--- src/rtl/collision_pkg.sv ---
// Shared definitions for the pong collision engine: FSM state codes, hit-zone
// codes, default geometry and an absolute-difference helper.
// No ports; imported by collision_overlap and collision_engine.
package collision_pkg;

   // FSM state codes
   localparam logic [1:0] S_IDLE   = 2'd0;
   localparam logic [1:0] S_CALC   = 2'd1;
   localparam logic [1:0] S_REPORT = 2'd2;

   // Vertical contact zone on a paddle, used for bounce-angle selection
   typedef enum logic [1:0] {
      ZONE_NONE   = 2'b00,
      ZONE_TOP    = 2'b01,
      ZONE_CENTRE = 2'b10,
      ZONE_BOTTOM = 2'b11
   } zone_e;

   // Default geometry
   localparam int DEF_BIT_WIDTH       = 10;
   localparam int DEF_NUM_PADDLES     = 2;
   localparam int DEF_BALL_RADIUS     = 5;
   localparam int DEF_PADDLE_HALF_W   = 2;
   localparam int DEF_PADDLE_HALF_H   = 20;
   localparam int DEF_FLOOR_Y         = 479;
   localparam int DEF_CEIL_Y          = 0;
   localparam int DEF_COOLDOWN_FRAMES = 4;
   localparam int DEF_COUNT_WIDTH     = 8;

   // Width of abs_diff operands; callers zero-extend coordinates into it
   localparam int ABS_W = 16;

   // Unsigned |a - b|, never wraps
   function automatic logic [ABS_W-1:0] abs_diff(input logic [ABS_W-1:0] a,
                                                  input logic [ABS_W-1:0] b);
      return (a >= b) ? (a - b) : (b - a);
   endfunction

endpackage

--- src/rtl/collision_overlap.sv ---
// Combinational box-overlap test of the ball against one paddle.
// Ports: i_ball_x/i_ball_y ball centre, i_pad_x/i_pad_y paddle centre,
//        o_overlap inclusive box overlap, o_zone contact zone (COLLISION_ZONE_EN only).
// Zero latency; no flow control.
module collision_overlap
   import collision_pkg::*;
#(
   parameter int BIT_WIDTH     = DEF_BIT_WIDTH,
   parameter int BALL_RADIUS   = DEF_BALL_RADIUS,
   parameter int PADDLE_HALF_W = DEF_PADDLE_HALF_W,
   parameter int PADDLE_HALF_H = DEF_PADDLE_HALF_H
) (
   input  logic [BIT_WIDTH-1:0] i_ball_x,
   input  logic [BIT_WIDTH-1:0] i_ball_y,
   input  logic [BIT_WIDTH-1:0] i_pad_x,
   input  logic [BIT_WIDTH-1:0] i_pad_y,
   output logic                 o_overlap
`ifdef COLLISION_ZONE_EN
   ,
   output logic [1:0]           o_zone
`endif
);

   // One extra bit so radius additions never wrap
   localparam int W = BIT_WIDTH + 1;
   localparam logic [W-1:0] LIM_X = W'(BALL_RADIUS + PADDLE_HALF_W);
   localparam logic [W-1:0] LIM_Y = W'(BALL_RADIUS + PADDLE_HALF_H);

   logic [W-1:0] w_dx;
   logic [W-1:0] w_dy;

   assign w_dx      = W'(abs_diff(ABS_W'(i_ball_x), ABS_W'(i_pad_x)));
   assign w_dy      = W'(abs_diff(ABS_W'(i_ball_y), ABS_W'(i_pad_y)));
   assign o_overlap = (w_dx <= LIM_X) && (w_dy <= LIM_Y);

`ifdef COLLISION_ZONE_EN
   // Centre band is ball_y - pad_y within +/- HALF_H/3, boundaries included
   localparam logic [W-1:0] ZONE_T = W'(PADDLE_HALF_H / 3);

   logic [W-1:0] w_by;
   logic [W-1:0] w_py;

   assign w_by = {1'b0, i_ball_y};
   assign w_py = {1'b0, i_pad_y};

   always_comb begin
      o_zone = ZONE_CENTRE;
      if ((w_by + ZONE_T) < w_py) begin
         o_zone = ZONE_TOP;
      end else if (w_by > (w_py + ZONE_T)) begin
         o_zone = ZONE_BOTTOM;
      end
   end
`endif

endmodule

--- src/rtl/collision_engine.sv ---
// Frame-synchronous ball/paddle/floor/ceiling collision engine with edge-detected
// hit pulses, paddle-hit cooldown and a saturating paddle-hit counter.
// Latency: frame_tick at edge N -> pulses high in S_REPORT (seen by a consumer at edge N+2).
// Backpressure: none; frame_tick while busy is dropped, not queued.
// Ports: i_clk, i_rst_n (sync, active low), i_frame_tick, i_paddle_x/i_paddle_y (packed
//        per paddle), i_ball_x/i_ball_y, o_paddle_hit (one-hot pulse), o_touching_paddle,
//        o_floor_hit, o_ceil_hit, o_hit_count, o_busy, o_hit_zone (COLLISION_ZONE_EN only).
module collision_engine
   import collision_pkg::*;
#(
   parameter int BIT_WIDTH       = DEF_BIT_WIDTH,
   parameter int NUM_PADDLES     = DEF_NUM_PADDLES,
   parameter int BALL_RADIUS     = DEF_BALL_RADIUS,
   parameter int PADDLE_HALF_W   = DEF_PADDLE_HALF_W,
   parameter int PADDLE_HALF_H   = DEF_PADDLE_HALF_H,
   parameter int FLOOR_Y         = DEF_FLOOR_Y,
   parameter int CEIL_Y          = DEF_CEIL_Y,
   parameter int COOLDOWN_FRAMES = DEF_COOLDOWN_FRAMES,
   parameter int COUNT_WIDTH     = DEF_COUNT_WIDTH
) (
   input  logic                             i_clk,
   input  logic                             i_rst_n,
   input  logic                             i_frame_tick,
   input  logic [NUM_PADDLES*BIT_WIDTH-1:0] i_paddle_x,
   input  logic [NUM_PADDLES*BIT_WIDTH-1:0] i_paddle_y,
   input  logic [BIT_WIDTH-1:0]             i_ball_x,
   input  logic [BIT_WIDTH-1:0]             i_ball_y,
   output logic [NUM_PADDLES-1:0]           o_paddle_hit,
   output logic [NUM_PADDLES-1:0]           o_touching_paddle,
   output logic                             o_floor_hit,
   output logic                             o_ceil_hit,
   output logic [COUNT_WIDTH-1:0]           o_hit_count,
   output logic                             o_busy
`ifdef COLLISION_ZONE_EN
   ,
   output logic [1:0]                       o_hit_zone
`endif
);

   localparam int W    = BIT_WIDTH + 1;
   localparam int CD_W = (COOLDOWN_FRAMES < 1) ? 1 : $clog2(COOLDOWN_FRAMES + 1);

   logic [1:0]                       r_state;
   logic [BIT_WIDTH-1:0]             r_ball_x;
   logic [BIT_WIDTH-1:0]             r_ball_y;
   logic [NUM_PADDLES*BIT_WIDTH-1:0] r_pad_x;
   logic [NUM_PADDLES*BIT_WIDTH-1:0] r_pad_y;
   // r_touch doubles as the previous-overlap flag for edge detection
   logic [NUM_PADDLES-1:0]           r_touch;
   logic [NUM_PADDLES-1:0]           r_paddle_hit;
   logic                             r_floor_lvl;
   logic                             r_ceil_lvl;
   logic                             r_floor_hit;
   logic                             r_ceil_hit;
   logic [CD_W-1:0]                  r_cooldown;
   logic [COUNT_WIDTH-1:0]           r_hit_count;

   logic [NUM_PADDLES-1:0]           w_overlap;
   logic [NUM_PADDLES-1:0]           w_cand;
   logic [NUM_PADDLES-1:0]           w_pick;
   logic                             w_floor;
   logic                             w_ceil;

`ifdef COLLISION_ZONE_EN
   logic [1:0] w_zone [NUM_PADDLES];
   logic [1:0] w_pick_zone;
   logic [1:0] r_zone;
`endif

   for (genvar gi = 0; gi < NUM_PADDLES; gi++) begin : g_pad
      collision_overlap #(
         .BIT_WIDTH     (BIT_WIDTH),
         .BALL_RADIUS   (BALL_RADIUS),
         .PADDLE_HALF_W (PADDLE_HALF_W),
         .PADDLE_HALF_H (PADDLE_HALF_H)
      ) u_overlap (
         .i_ball_x  (r_ball_x),
         .i_ball_y  (r_ball_y),
         .i_pad_x   (r_pad_x[gi*BIT_WIDTH +: BIT_WIDTH]),
         .i_pad_y   (r_pad_y[gi*BIT_WIDTH +: BIT_WIDTH]),
         .o_overlap (w_overlap[gi])
`ifdef COLLISION_ZONE_EN
         ,
         .o_zone    (w_zone[gi])
`endif
      );
   end

   // New contacts only, and only once the cooldown has expired
   assign w_cand = w_overlap & ~r_touch & {NUM_PADDLES{r_cooldown == '0}};
   // Isolate the lowest set bit so simultaneous contacts resolve to one paddle
   assign w_pick = w_cand & (~w_cand + NUM_PADDLES'(1));

   assign w_floor = ({1'b0, r_ball_y} + W'(BALL_RADIUS)) >= W'(FLOOR_Y);
   // Radius is added to the ceiling rather than subtracted from the ball: no underflow
   assign w_ceil  = {1'b0, r_ball_y} <= W'(CEIL_Y + BALL_RADIUS);

`ifdef COLLISION_ZONE_EN
   always_comb begin
      w_pick_zone = ZONE_NONE;
      for (int i = 0; i < NUM_PADDLES; i++) begin
         if (w_pick[i]) begin
            w_pick_zone = w_zone[i];
         end
      end
   end
`endif

   always_ff @(posedge i_clk) begin
      if (!i_rst_n) begin
         r_state      <= S_IDLE;
         r_ball_x     <= '0;
         r_ball_y     <= '0;
         r_pad_x      <= '0;
         r_pad_y      <= '0;
         r_touch      <= '0;
         r_paddle_hit <= '0;
         r_floor_lvl  <= 1'b0;
         r_ceil_lvl   <= 1'b0;
         r_floor_hit  <= 1'b0;
         r_ceil_hit   <= 1'b0;
         r_cooldown   <= '0;
         r_hit_count  <= '0;
`ifdef COLLISION_ZONE_EN
         r_zone       <= ZONE_NONE;
`endif
      end else begin
         // Pulses are single-cycle: cleared unless set by S_CALC below
         r_paddle_hit <= '0;
         r_floor_hit  <= 1'b0;
         r_ceil_hit   <= 1'b0;
`ifdef COLLISION_ZONE_EN
         r_zone       <= ZONE_NONE;
`endif
         case (r_state)
            S_IDLE: begin
               if (i_frame_tick) begin
                  r_ball_x <= i_ball_x;
                  r_ball_y <= i_ball_y;
                  r_pad_x  <= i_paddle_x;
                  r_pad_y  <= i_paddle_y;
                  // Cooldown counts accepted frames, so it ages before this frame is judged
                  if (r_cooldown != '0) begin
                     r_cooldown <= r_cooldown - CD_W'(1);
                  end
                  r_state <= S_CALC;
               end
            end
            S_CALC: begin
               r_touch      <= w_overlap;
               r_floor_lvl  <= w_floor;
               r_ceil_lvl   <= w_ceil;
               r_paddle_hit <= w_pick;
               r_floor_hit  <= w_floor & ~r_floor_lvl;
               r_ceil_hit   <= w_ceil & ~r_ceil_lvl;
`ifdef COLLISION_ZONE_EN
               r_zone       <= w_pick_zone;
`endif
               if (|w_pick) begin
                  r_cooldown <= CD_W'(COOLDOWN_FRAMES);
                  if (r_hit_count != '1) begin
                     r_hit_count <= r_hit_count + COUNT_WIDTH'(1);
                  end
               end
               r_state <= S_REPORT;
            end
            S_REPORT: begin
               r_state <= S_IDLE;
            end
            default: begin
               r_state <= S_IDLE;
            end
         endcase
      end
   end

   assign o_paddle_hit      = r_paddle_hit;
   assign o_touching_paddle = r_touch;
   assign o_floor_hit       = r_floor_hit;
   assign o_ceil_hit        = r_ceil_hit;
   assign o_hit_count       = r_hit_count;
   assign o_busy            = (r_state != S_IDLE);
`ifdef COLLISION_ZONE_EN
   assign o_hit_zone        = r_zone;
`endif

endmodule
--- config.mk ---
export PLATFORM = sky130hd
export DESIGN_NAME = collision_engine
export DESIGN_NICKNAME = d
export VERILOG_FILES = /design/src/rtl/collision_pkg.sv /design/src/rtl/collision_overlap.sv /design/src/rtl/collision_engine.sv
export SDC_FILE = /design/constraint.sdc
export NUM_CORES = 1
export LEC_CHECK = 0
export ABC_CLOCK_PERIOD_IN_PS = 3700
export CORE_ASPECT_RATIO = 2
export CORE_UTILIZATION = 25
export DETAILED_ROUTE_END_ITERATION = 6
export HOLD_SLACK_MARGIN = 0.03
export MAX_ROUTING_LAYER = met4
export PLACE_DENSITY = 0.43
export SYNTH_ARGS = -nofsm -noshare
export SYNTH_HDL_FRONTEND = slang
export SYNTH_SLANG_ARGS = --single-unit
--- constraint.sdc ---
create_clock -name i_clk -period 3.7 [get_ports i_clk]
set_input_delay 0.74 -clock i_clk [delete_from_list [all_inputs] [get_ports i_clk]]
set_output_delay 0.74 -clock i_clk [all_outputs]
set_load 0.02 [all_outputs]
# ---- After elaboration in Yosys (flattened, before gate mapping)
# Cells that the tools add are included.
dict set report word_totals {
  regBits 81
  inputBits 63
}
dict set report op_classes {
  n_addsub 12
  n_lt_le_gt_ge 10
  eq_ne 5
  muxes 10
  n_bitwise 9
  n_reduce_logical 12
}
# op n
set op_table {}
lappend op_table {{10-bit by 10-bit subtractor with 11-bit output} 8}
lappend op_table {{11-bit 2-to-1 mux} 4}
lappend op_table {{10-bit >= comparator} 4}
lappend op_table {{11-bit by 3-bit less-or-equal comparator with 1-bit output, second input constant} 2}
lappend op_table {{11-bit by 5-bit less-or-equal comparator with 1-bit output, second input constant} 2}
lappend op_table {{10-bit by 3-bit adder with 11-bit output, second input constant} 1}
lappend op_table {{11-bit by 9-bit >= comparator with 1-bit output, second input constant} 1}
lappend op_table {{10-bit by 3-bit less-or-equal comparator with 1-bit output, second input constant} 1}
lappend op_table {{3-bit 2-to-1 mux} 3}
lappend op_table {{8-bit by 1-bit adder with 8-bit output, second input constant} 1}
lappend op_table {{8-bit inequality test, second input constant} 1}
lappend op_table {{2-bit AND} 3}
lappend op_table {{2-bit inequality test, second input constant} 3}
lappend op_table {{3-bit one-hot mux with 2 select lines} 1}
lappend op_table {{2-bit NOT} 2}
lappend op_table {{2-bit one-hot mux with 2 select lines} 1}
lappend op_table {{2-bit AND reduction} 2}
lappend op_table {{4-bit AND reduction} 1}
lappend op_table {{2-bit nonzero test} 2}
lappend op_table {{3-bit logical NOT} 1}
lappend op_table {{3-bit AND reduction} 1}
lappend op_table {{3-bit nonzero test} 1}
lappend op_table {{3-bit by 1-bit subtractor with 3-bit output, second input constant} 1}
lappend op_table {{2-bit by 1-bit adder with 2-bit output, second input constant} 1}
lappend op_table {{other kinds (7)} 10}

# ---- Logic depth before layout (Yosys ltp)
dict set report logic_depth {
  depth_word 12
  ltp_mapped 15
  ltp_nobuf 14
}

# ---- Cells and area by module
# From an unflattened synthesis, not the netlist that was laid out.
dict set report hier_totals {
  cells_unflattened 989
  area_unflattened_um2 7523.5
}
# module n_inst cells_each area_each_um2
set by_module_without_submodules {}
lappend by_module_without_submodules {collision_engine 1 390 3330.7}
lappend by_module_without_submodules {{collision_overlap at g_pad[1].u_overlap} 1 302 2120.8}
lappend by_module_without_submodules {{collision_overlap at g_pad[0].u_overlap} 1 297 2072.0}

# ---- Worst setup path before layout
# No wires, ideal clock.
dict set report synth_timing {
  path_kind {register to register}
  startpoint {register r_ball_y[1]}
  endpoint {register r_hit_count[5] (netlist: o_hit_count[5])}
  arrival_time_ns 3.419
  t_required_ns 3.630
  path_slack_ns 0.211
  stages_incl_launch_ff 14
  path_buffers 1
  synth_period_minus_slack_ns 3.489
  cell_sequence {dfxtp_1 > inv_1 > fa_1 > a21oi_1 > o221ai_2 > a31oi_1 > xnor2_1 > or3_1 > o32ai_1 > nand2_1 > o2bb2a_4 > buf_6 > or4_1 > a21oi_1}
}
dict set report synth_between {
  elab_chain_len 11
  elab_cells_between_ends 19
  classes_between {add/sub (5); order compare (4); mux (2); bitwise (4); reduce/logical (4)}
}
# element line_no
set synth_rtl {}
lappend synth_rtl {{from (decl)} collision_engine.sv:45} ;# logic [BIT_WIDTH-1:0] r_ball_y;
lappend synth_rtl {{from (signal assigned)} collision_engine.sv:139} ;# r_ball_y <= i_ball_y;
lappend synth_rtl {{10-bit by 10-bit subtractor with 11-bit output or 10-bit >= comparator (tied branches)} collision_pkg.sv:36} ;# return (a >= b) ? (a - b) : (b - a);
lappend synth_rtl {{11-bit 2-to-1 mux} collision_pkg.sv:36}
lappend synth_rtl {{11-bit by 5-bit less-or-equal comparator with 1-bit output} collision_overlap.sv:34} ;# assign o_overlap = (w_dx <= LIM_X) && (w_dy <= LIM_Y);
lappend synth_rtl {{1-bit logical AND} collision_overlap.sv:34}
lappend synth_rtl {{2-bit AND * (2 in a row)} collision_engine.sv:90} ;# assign w_cand = w_overlap & ~r_touch & {NUM_PADDLES{r_cooldown == '0}};
lappend synth_rtl {{2-bit NOT} collision_engine.sv:92} ;# assign w_pick = w_cand & (~w_cand + NUM_PADDLES'(1));
lappend synth_rtl {{2-bit by 1-bit adder with 2-bit output} collision_engine.sv:92}
lappend synth_rtl {{2-bit AND *} collision_engine.sv:92}
lappend synth_rtl {{2-bit OR reduction *} collision_engine.sv:159} ;# if (|w_pick) begin
lappend synth_rtl {{3-bit AND reduction (no line) *} -}
lappend synth_rtl {{to (signal assigned)} collision_engine.sv:162} ;# r_hit_count <= r_hit_count + COUNT_WIDTH'(1);
lappend synth_rtl {{to (decl)} collision_engine.sv:56} ;# logic [COUNT_WIDTH-1:0] r_hit_count;
# Every way passes the cells marked *; elsewhere a longest branch is shown, timed or not.
# A chain may end at the register's enable or synchronous reset.

# ---- Final worst setup path
dict set report layout_timing {
  startpoint {register r_ball_y[4]}
  endpoint {register r_hit_count[3] (netlist: o_hit_count[3])}
}
# The elaborated chain is that of the path after synthesis.

==> results.cfg <==
[run_status]
status = finished, final reports clean

[cts]
cts_inserted_buffers = 9
cts_sinks = 81
cts_tree = yes
insertion_delay_ps = 380
clk_pin_slew_ps = 70
h-tree-depth = 3
cts-root-buf = clkbuf_16
cts_max_path_buffers = 2

[floorplanning]
start_util = 0.256
die_w_um = 123
dieHeight_um = 243
core-area_um2 = 28400
design.die.area_um2 = 29800
rows = 87
ios = 78

[setup_path]
crit_arrival_ps = 3830
crit_chain = buf_4 -> ha_1 -> a21oi_1 -> o21ai_1 -> nor2_1 -> a21oi_1 -> or3_1 -> o31ai_2 -> and3b_1 -> o2bb2a_4 -> or4_4 -> a21oi_2
slowest_delay_ps = 520
crit_type = register to register
crit_top_cell = a21oi_1
reg2reg_from = r_ball_y[4]
endpoint_kind = register
required_ps = 4010
critPathLaunch = r_ball_y[4]
startpoint_type = register
crit_fanout = 11
slowest_stage = or4_4

[routing]
vias = 7210
antenna_left = 0
drtIter0Drc = 315
routedWlPerCell_um = 19.3
drcViolationCount = 0
wirelength_um = 27500
first_pass_iters = 5
viasPerCell = 5.06

[power_and_ir_drop]
p_per_area_nw_per_um2 = 378
irDropWorstVdd_mv = 0.242
finalPower_uw = 3440
cellLeakagePower_uw = 0.00369

[synth]
async_reset_ff_frac = 0
syn_area_um2 = 7260
synth_nets = 1130
synth-seq-cells = 81
syn_inst = 972
synth_edf_count = 0
ys_dominant_reg_cell = dfxtp_1
synth_cell_type_count = 79
ys_seq_area_frac = 0.223
yosysWarningCount = 0
syn_area_per_cell_um2 = 7.47

[grt]
grt_max_degree = 46
grt_pass1_wl_um = 42100
antenna_found_initial = 0
grt-ovfl-total = 0
grt_pass1_vias = 7568
track_usage = 0.198

[placement]
dpl.hpwl_um = 22300
portBuffers = 77
dp_cells = 1407
routabilityCongestion = 0.905

[finish]
layout.cells.non_filler = 1426
num-fill-cells = 3075
most-common-layout-cells = nand2_1 (170), a21oi_1 (111), inv_1 (86)
layout-drive-gt1-share = 0.115
final_common_cell = nand2_1
nNetsFinal = 1223
fin_util = 0.320
regArea_um2 = 1630
diodes = 0
multiInputGateArea_um2 = 5170
area_growth_pct = 25.1

[timing]
relSlewSlack = 0.146
final.min_clock_period_ps = 3520
fmax_ghz = 0.284
setup_viol_count_final = 0
whs_ps = 427
maxSlewViolCount = 0
tns_ps = 0
finalClockSkew_ps = 9.81
hold_viol = 0
finalCritPeriodShare = 0.951
rsz0062_at_grt = no
worst_pin_slew_ps = 1260

[min_path]
hp-class = register to register
hold_start = r_floor_lvl

[run]
maxCapViolCount = 0
registers in the layout, indices dropped and copies added, names as in the netlist, 2 cells and up:
signal and flops:
o_hit_count 8, o_paddle_hit 2, o_touching_paddle 2, r_ball_x 10
r_ball_y 10, r_cooldown 3, r_pad_x 20, r_pad_y 20
r_state 2
report_power, final:
part           switching, uW  internal [uW]  total [uW]
Sequential              45.3            920         965
Combinational            868            654        1520
Clock                    412            536         948
Total                   1330           2110        3440
synth_stat cells, drive strengths merged (7+ instances only):
master | count | share of area
or3 | 9 | 0.0078
fa | 8 | 0.022
clkbuf | 33 | 0.017
nor2 | 43 | 0.022
xnor2 | 15 | 0.018
inv | 88 | 0.045
nand2 | 172 | 0.090
nand3 | 28 | 0.020
nor3b | 7 | 0.0072
nand2b | 16 | 0.014
buf | 18 | 0.017
ha | 87 | 0.15
a211oi | 7 | 0.0079
nor3 | 15 | 0.011
o21a | 7 | 0.0072
o21ai | 30 | 0.021
mux2i | 13 | 0.018
nor2b | 12 | 0.010
a21oi | 118 | 0.083
o31ai | 11 | 0.012
dfxtp | 81 | 0.22
a21o | 21 | 0.022
and3 | 8 | 0.0069
nor4 | 7 | 0.0060
o221ai | 8 | 0.011
a31oi | 13 | 0.013
worst max-delay path: cells and delay by family (launching register included):
kind            cells  cell delay, ps
simple gates        4            1360
compound gates      6            1180
fa+ha+maj           1             440
flops               1             310
buf+inv             1             170
repair_timing:
action / in CTS / in global routing
pin swaps: 0 / 6
setup endpoints to repair: 2 / 5
setup buffers: 0 / 3
hold buffers: 0 / 0
gates cloned: 0 / 0
resized for setup: 1 / 27
path summary, 6_finish.rpt:
kind                     to  slack [ps]  cells after the start
max          o_hit_count[3]         180                     12
min reg2reg     o_floor_hit         430                      1
max reg2reg  o_hit_count[3]         180                     12
min             o_floor_hit         430                      1
area by class of cell:
type | instances | share of cell area
repair buffers | 133 | 0.134
flip-flops and latches | 81 | 0.179
clock inverters | 6 | 0.00633
well taps | 356 | 0.0490
inverters | 88 | 0.0364
clock buffers | 10 | 0.0263
multi-input cells | 752 | 0.569
stage by stage:
| step | instance area, um2 | setup WS, ps |
|---|---|---|
| after floorplan | 7260 | 211 |
| final | 9090 | 180 |
| after CTS | 8960 | 41.7 |
| after global placement | 8660 | 25.9 |
| after global routing | 9090 | 7.08 |
| after detailed placement | 8660 | 21.5 |
logic make-up after synthesis:
group	count (synthesis)	synth area share
xor gates and xnor gates	21	0.0253
and+or+nand+nor	342	0.222
muxes	16	0.0226
AOI/OAI and AO/OA	278	0.256
adders and majority gates	95	0.172
DFF	81	0.223
buffers and inverters	139	0.0796
routing by layer:
metal / track usage / wire length [um] / vias to the layer above
li1: - / - / 3578
met1: 0.157 / 8580 / 3418
met5: - / 0 / -
met3: 0.0221 / 564 / 83
met4: 0.136 / 2000 / 0
met2: 0.398 / 16300 / 131
(Power assumes the default switching activity.)
==> RTL change 1: new RTL, config.mk and constraints unchanged <==
The option `COLLISION_ZONE_EN` is turned on by a define.
--- a/src/rtl/collision_overlap.sv
+++ b/src/rtl/collision_overlap.sv
@@ -2,6 +2,8 @@
 // Ports: i_ball_x/i_ball_y ball centre, i_pad_x/i_pad_y paddle centre,
 //        o_overlap inclusive box overlap, o_zone contact zone (COLLISION_ZONE_EN only).
 // Zero latency; no flow control.
+`define COLLISION_ZONE_EN
+
 module collision_overlap
    import collision_pkg::*;
 #(
Check against the original RTL (old outputs only; new: o_hit_zone): equivalent (equiv_simple and equiv_induct, registers matched by name and starting in step).
==> RTL change 1 against the original RTL <==
The flow now finishes with violations (DRC). Die area up 21%. Synthesized area up 22%. Total power up 14%. Cell area up 23%. Worst setup slack worse by 0.071 ns. Sequential cell count up 2. Final cell count up 23%. Non-clock buffer count up 45. Clock power up 0.5%. Routed wire length up 29%. First-iteration DRC count up 14%. Combinational power up 28%. Critical endpoint is now o_hit_count[1]. Largest power group unchanged. Highest routed layer unchanged.
==> RTL change 1: results (changes against the original RTL) <==
drt_iter0_drc: 359  # was 315
p_leak_nw: 4.62  # was 3.69 nW
synth_common_cells: "182 x nand2_1, 127 x ha_1, 123 x a21oi_1"  # was 171 x nand2_1, 116 x a21oi_1, 87 x ha_1, 87 x inv_1, 81 x dfxtp_1
ys_seq_area_share_pct: 18.8  # was 22.3%
min_path_cells: 1  # unchanged
drive_gt1_share_pct: 12.8  # was 11.5%
pre_cts_ws_ns: -0.116  # was 0.0215 ns
synthTopCellsByArea: "dfxtp_1 19%, ha_1 18%, nand2_1 7.7%"  # was dfxtp_1 22%, ha_1 15%, nand2_1 8.8%
grt_pass1_vias: 9550  # was 7,568
routedWlPerCell_um: 20.2  # was 19.3 um
dr_total_vias: 9100  # was 7,210
grt_pass1_wl_um: 54000  # was 42,100 um
max_freq_mhz: 278  # was 284 MHz
reg2reg_depth: 16  # was 12
drc: 2  # was 0
cts_made_buffers: 9  # unchanged
dp_hpwl_um: 29300  # was 22,300 um
cp-endpoint: "o_hit_count[1]"  # was o_hit_count[3]
nets: 1509  # was 1,223
synth.distinct_cells: 82  # was 79
grt_antenna_before_repair: 0  # unchanged
status: "finished, violations left"  # was complete, no violations
cp_max_fo: 10  # was 11
firstDrtPassIters: 7  # was 5
failed_checks: "DRC"
clockBufferDepth: 2  # unchanged
fill_cells: 3770  # was 3,075
place.gp.congestion: 0.934  # was 0.905
syn_nets: 1375  # was 1,130
skew_ns: 0.0154  # was 0.00981 ns
reg2reg_from: "r_ball_y[0]"  # was r_ball_y[4]
yosys_warnings: 0  # unchanged
relSlewSlack_pct: 54.6  # was 14.6%
irDropWorstVdd_mv: 0.242  # about the same
port_buffers: 79  # was 77
cp.arrival_ns: 3.86  # was 3.83 ns
grt_use_total_pct: 20.9  # was 19.8%
r2r_setup_slack_ns: 0.11  # was 0.18 ns
grt_max_degree: 67  # was 46
largest_registers: "r_pad_x (20), r_pad_y (20)"  # unchanged
RTL change 1: where the power goes:
| part | switching [mW] | leakage, nW | internal [mW] |
|---|---|---|---|
| registers | 0.0519 | 0.681 | 0.953 |
| logic | 1.10 | 3.80 | 0.849 |
| clock network | 0.478 | 0.138 | 0.475 |
RTL change 1: per-layer routing:
layer | vias to the layer above | global-route usage [%] | routed length, um
met5 | - | - | 0
met4 | 0 | 16.1 | 2890
met3 | 107 | 2.28 | 897
met2 | 226 | 41.3 | 20200
met1 | 4289 | 17.1 | 11600
li1 | 4478 | - | -
RTL change 1: worst max-delay path: stages (launching register included):
cell      delay, ns
dfxtp_1        0.34
buf_4          0.15
inv_2          0.10
ha_1           0.17
inv_1          0.05
fa_2           0.36
a21oi_2        0.19
o211ai_1       0.12
a221oi_2       0.25
xor2_1         0.19
nand4b_1       0.21
a221oi_4       0.42
buf_4          0.17
a32oi_1        0.05
buf_4          0.20
or3_4          0.39
mux2i_1        0.12
RTL change 1: how the worst min path moves through the flow:
| stage | start | to | slack, ns |
|---|---|---|---|
| after global routing | r_ceil_lvl | o_ceil_hit | 0.42 |
| after detailed placement | r_floor_lvl | o_floor_hit | 0.40 |
| after CTS | r_floor_lvl | o_floor_hit | 0.42 |
| after floorplan | r_ceil_lvl | o_ceil_hit | 0.39 |
| after global placement | r_floor_lvl | o_floor_hit | 0.40 |
| final | r_floor_lvl | o_floor_hit | 0.41 |
RTL change 1: area by class of cell:
class / instances / share of cell area (%)
multi-input cells: 941 / 60.2
well taps: 445 / 4.99
inverters: 98 / 3.30
flip-flops and latches: 83 / 15.0
repair buffers: 178 / 14.0
clock inverters: 7 / 0.594
clock buffers: 9 / 2.02
RTL change 1: cell families (layout without fill, tap and decap cells):
group | after synthesis | in the layout | share of synthesized area, %
simple gates | 385 | 385 | 21.1
compound gates | 367 | 367 | 27.8
buf+inv | 153 | 292 | 6.94
fa+ha+maj | 135 | 135 | 19.8
flops | 83 | 83 | 18.8
xor+xnor | 38 | 38 | 3.77
mux | 16 | 16 | 1.83
RTL change 1: per-stage QoR:
stage | instances | area, um2
after global routing | 1761 | 11200
after global placement | 1745 | 10700
after floorplan | 1177 | 8830
final | 1761 | 11200
after detailed placement | 1745 | 10700
after CTS | 1761 | 11000
RTL change 1: what timing repair did:
item | CTS | global route
pin swaps | 3 | 8
resized for setup | 10 | 29
cloned | 0 | 0
setup endpoints to repair | 6 | 14
==> RTL change 2: new RTL, same flow settings <==
Without the edit above. Reset style: asynchronous (`i_rst_n`), changed in one clocked block.
--- a/src/rtl/collision_engine.sv
+++ b/src/rtl/collision_engine.sv
@@ -106,7 +106,7 @@
    end
 `endif
 
-   always_ff @(posedge i_clk) begin
+   always_ff @(posedge i_clk or negedge i_rst_n) begin
       if (!i_rst_n) begin
          r_state      <= S_IDLE;
          r_ball_x     <= '0;
Behaviour: differs if i_rst_n is asserted again (counterexample within 4 cycles, from zero or initial values and one cycle with i_rst_n low); with i_rst_n held inactive, the same outputs for 4 cycles.
==> RTL change 2 against the original RTL <==
Final cell count is essentially flat. Cell area grew 5.7%. Worst setup slack gained 0.011 ns. Synthesized area grew 3.1%. Routed wire length shrank 5.3%. Sequential cell count is the same. Global-route usage shrank 2.1 points. Highest routed layer unchanged.
Power is not compared: it rests on default switching activity, and its combinational part moved more than twofold at a synthesized area within 25%.
==> RTL change 2: results (changes against the original RTL) <==
status: "complete, no violations"  # unchanged
cp.arrival_ns: 3.80  # was 3.83 ns
nets: 1213  # was 1,223
synth_flop_cell: "dfrtp_1"  # was dfxtp_1
async_reset_ff_share_pct: 100  # was 0%
cpPeakStageDelay_ns: 0.50  # was 0.52 ns
gr-usage-met3_pct: 2.27  # was 2.21%
nonClkBufAreaFrac_pct: 15.2  # was 13.4%
synthTopCellsByArea: "dfrtp_1 27%, ha_1 15%, o21ai_0 6.8%"  # was dfxtp_1 22%, ha_1 15%, nand2_1 8.8%
dp_hpwl_um: 21500  # was 22,300 um
diodes: 1  # was 0
cp_slowest_cell: "o41a_1"  # was or4_4
post-synth-top-count-cell: "o21ai_0"  # was nand2_1
synth_compound_area_share_pct: 25.7  # was 25.6%
skew_ns: 0.00830  # was 0.00981 ns
cp_top_family: "compound AO/OA/AOI/OAI gates"  # was simple AND/OR/NAND/NOR gates
synth_common_cells: "101 x o21ai_0, 100 x nand2_1, 91 x inv_1"  # was 171 x nand2_1, 116 x a21oi_1, 87 x ha_1, 87 x inv_1, 81 x dfxtp_1
pre_cts_ws_ns: -0.163  # was 0.0215 ns
grt_pass1_wl_um: 39900  # was 42,100 um
min_path_type: "in -> async"  # was reg -> reg
route.met2.wl_um: 15800  # was 16,300 um
route.met3.wl_um: 489  # was 564 um
fill_cells: 3180  # was 3,075
avgViaCountPerCell: 5.04  # was 5.06
nWellTaps: 364  # was 356
grt_max_degree: 47  # was 46
-- RTL change 2: cell count changes in the layout (fill, tap and decap cells not counted), sizes merged, moves of 6 or more --
cell	delta
nand4	+7
xnor2	-7
xor2	+11
or2	+7
or4	-6
a21oi	-44
dfxtp	-81
o221ai	-6
nand2	-72
nor3	+6
o21ai	+75
o2111ai	+10
buf	+31
dfrtp	+81
-- RTL change 2: final timing paths --
kind / to / slack, ns / cells after the start
max: o_hit_count[5] / 0.19 / 14
min: o_hit_count[3] / 0.38 / 1
max reg2reg: o_hit_count[5] / 0.19 / 14
min reg2reg: o_ceil_hit / 0.43 / 1
max in group asynchronous: r_pad_y[11] / 2.64 / 2
min in group i_clk: o_ceil_hit / 0.43 / 1
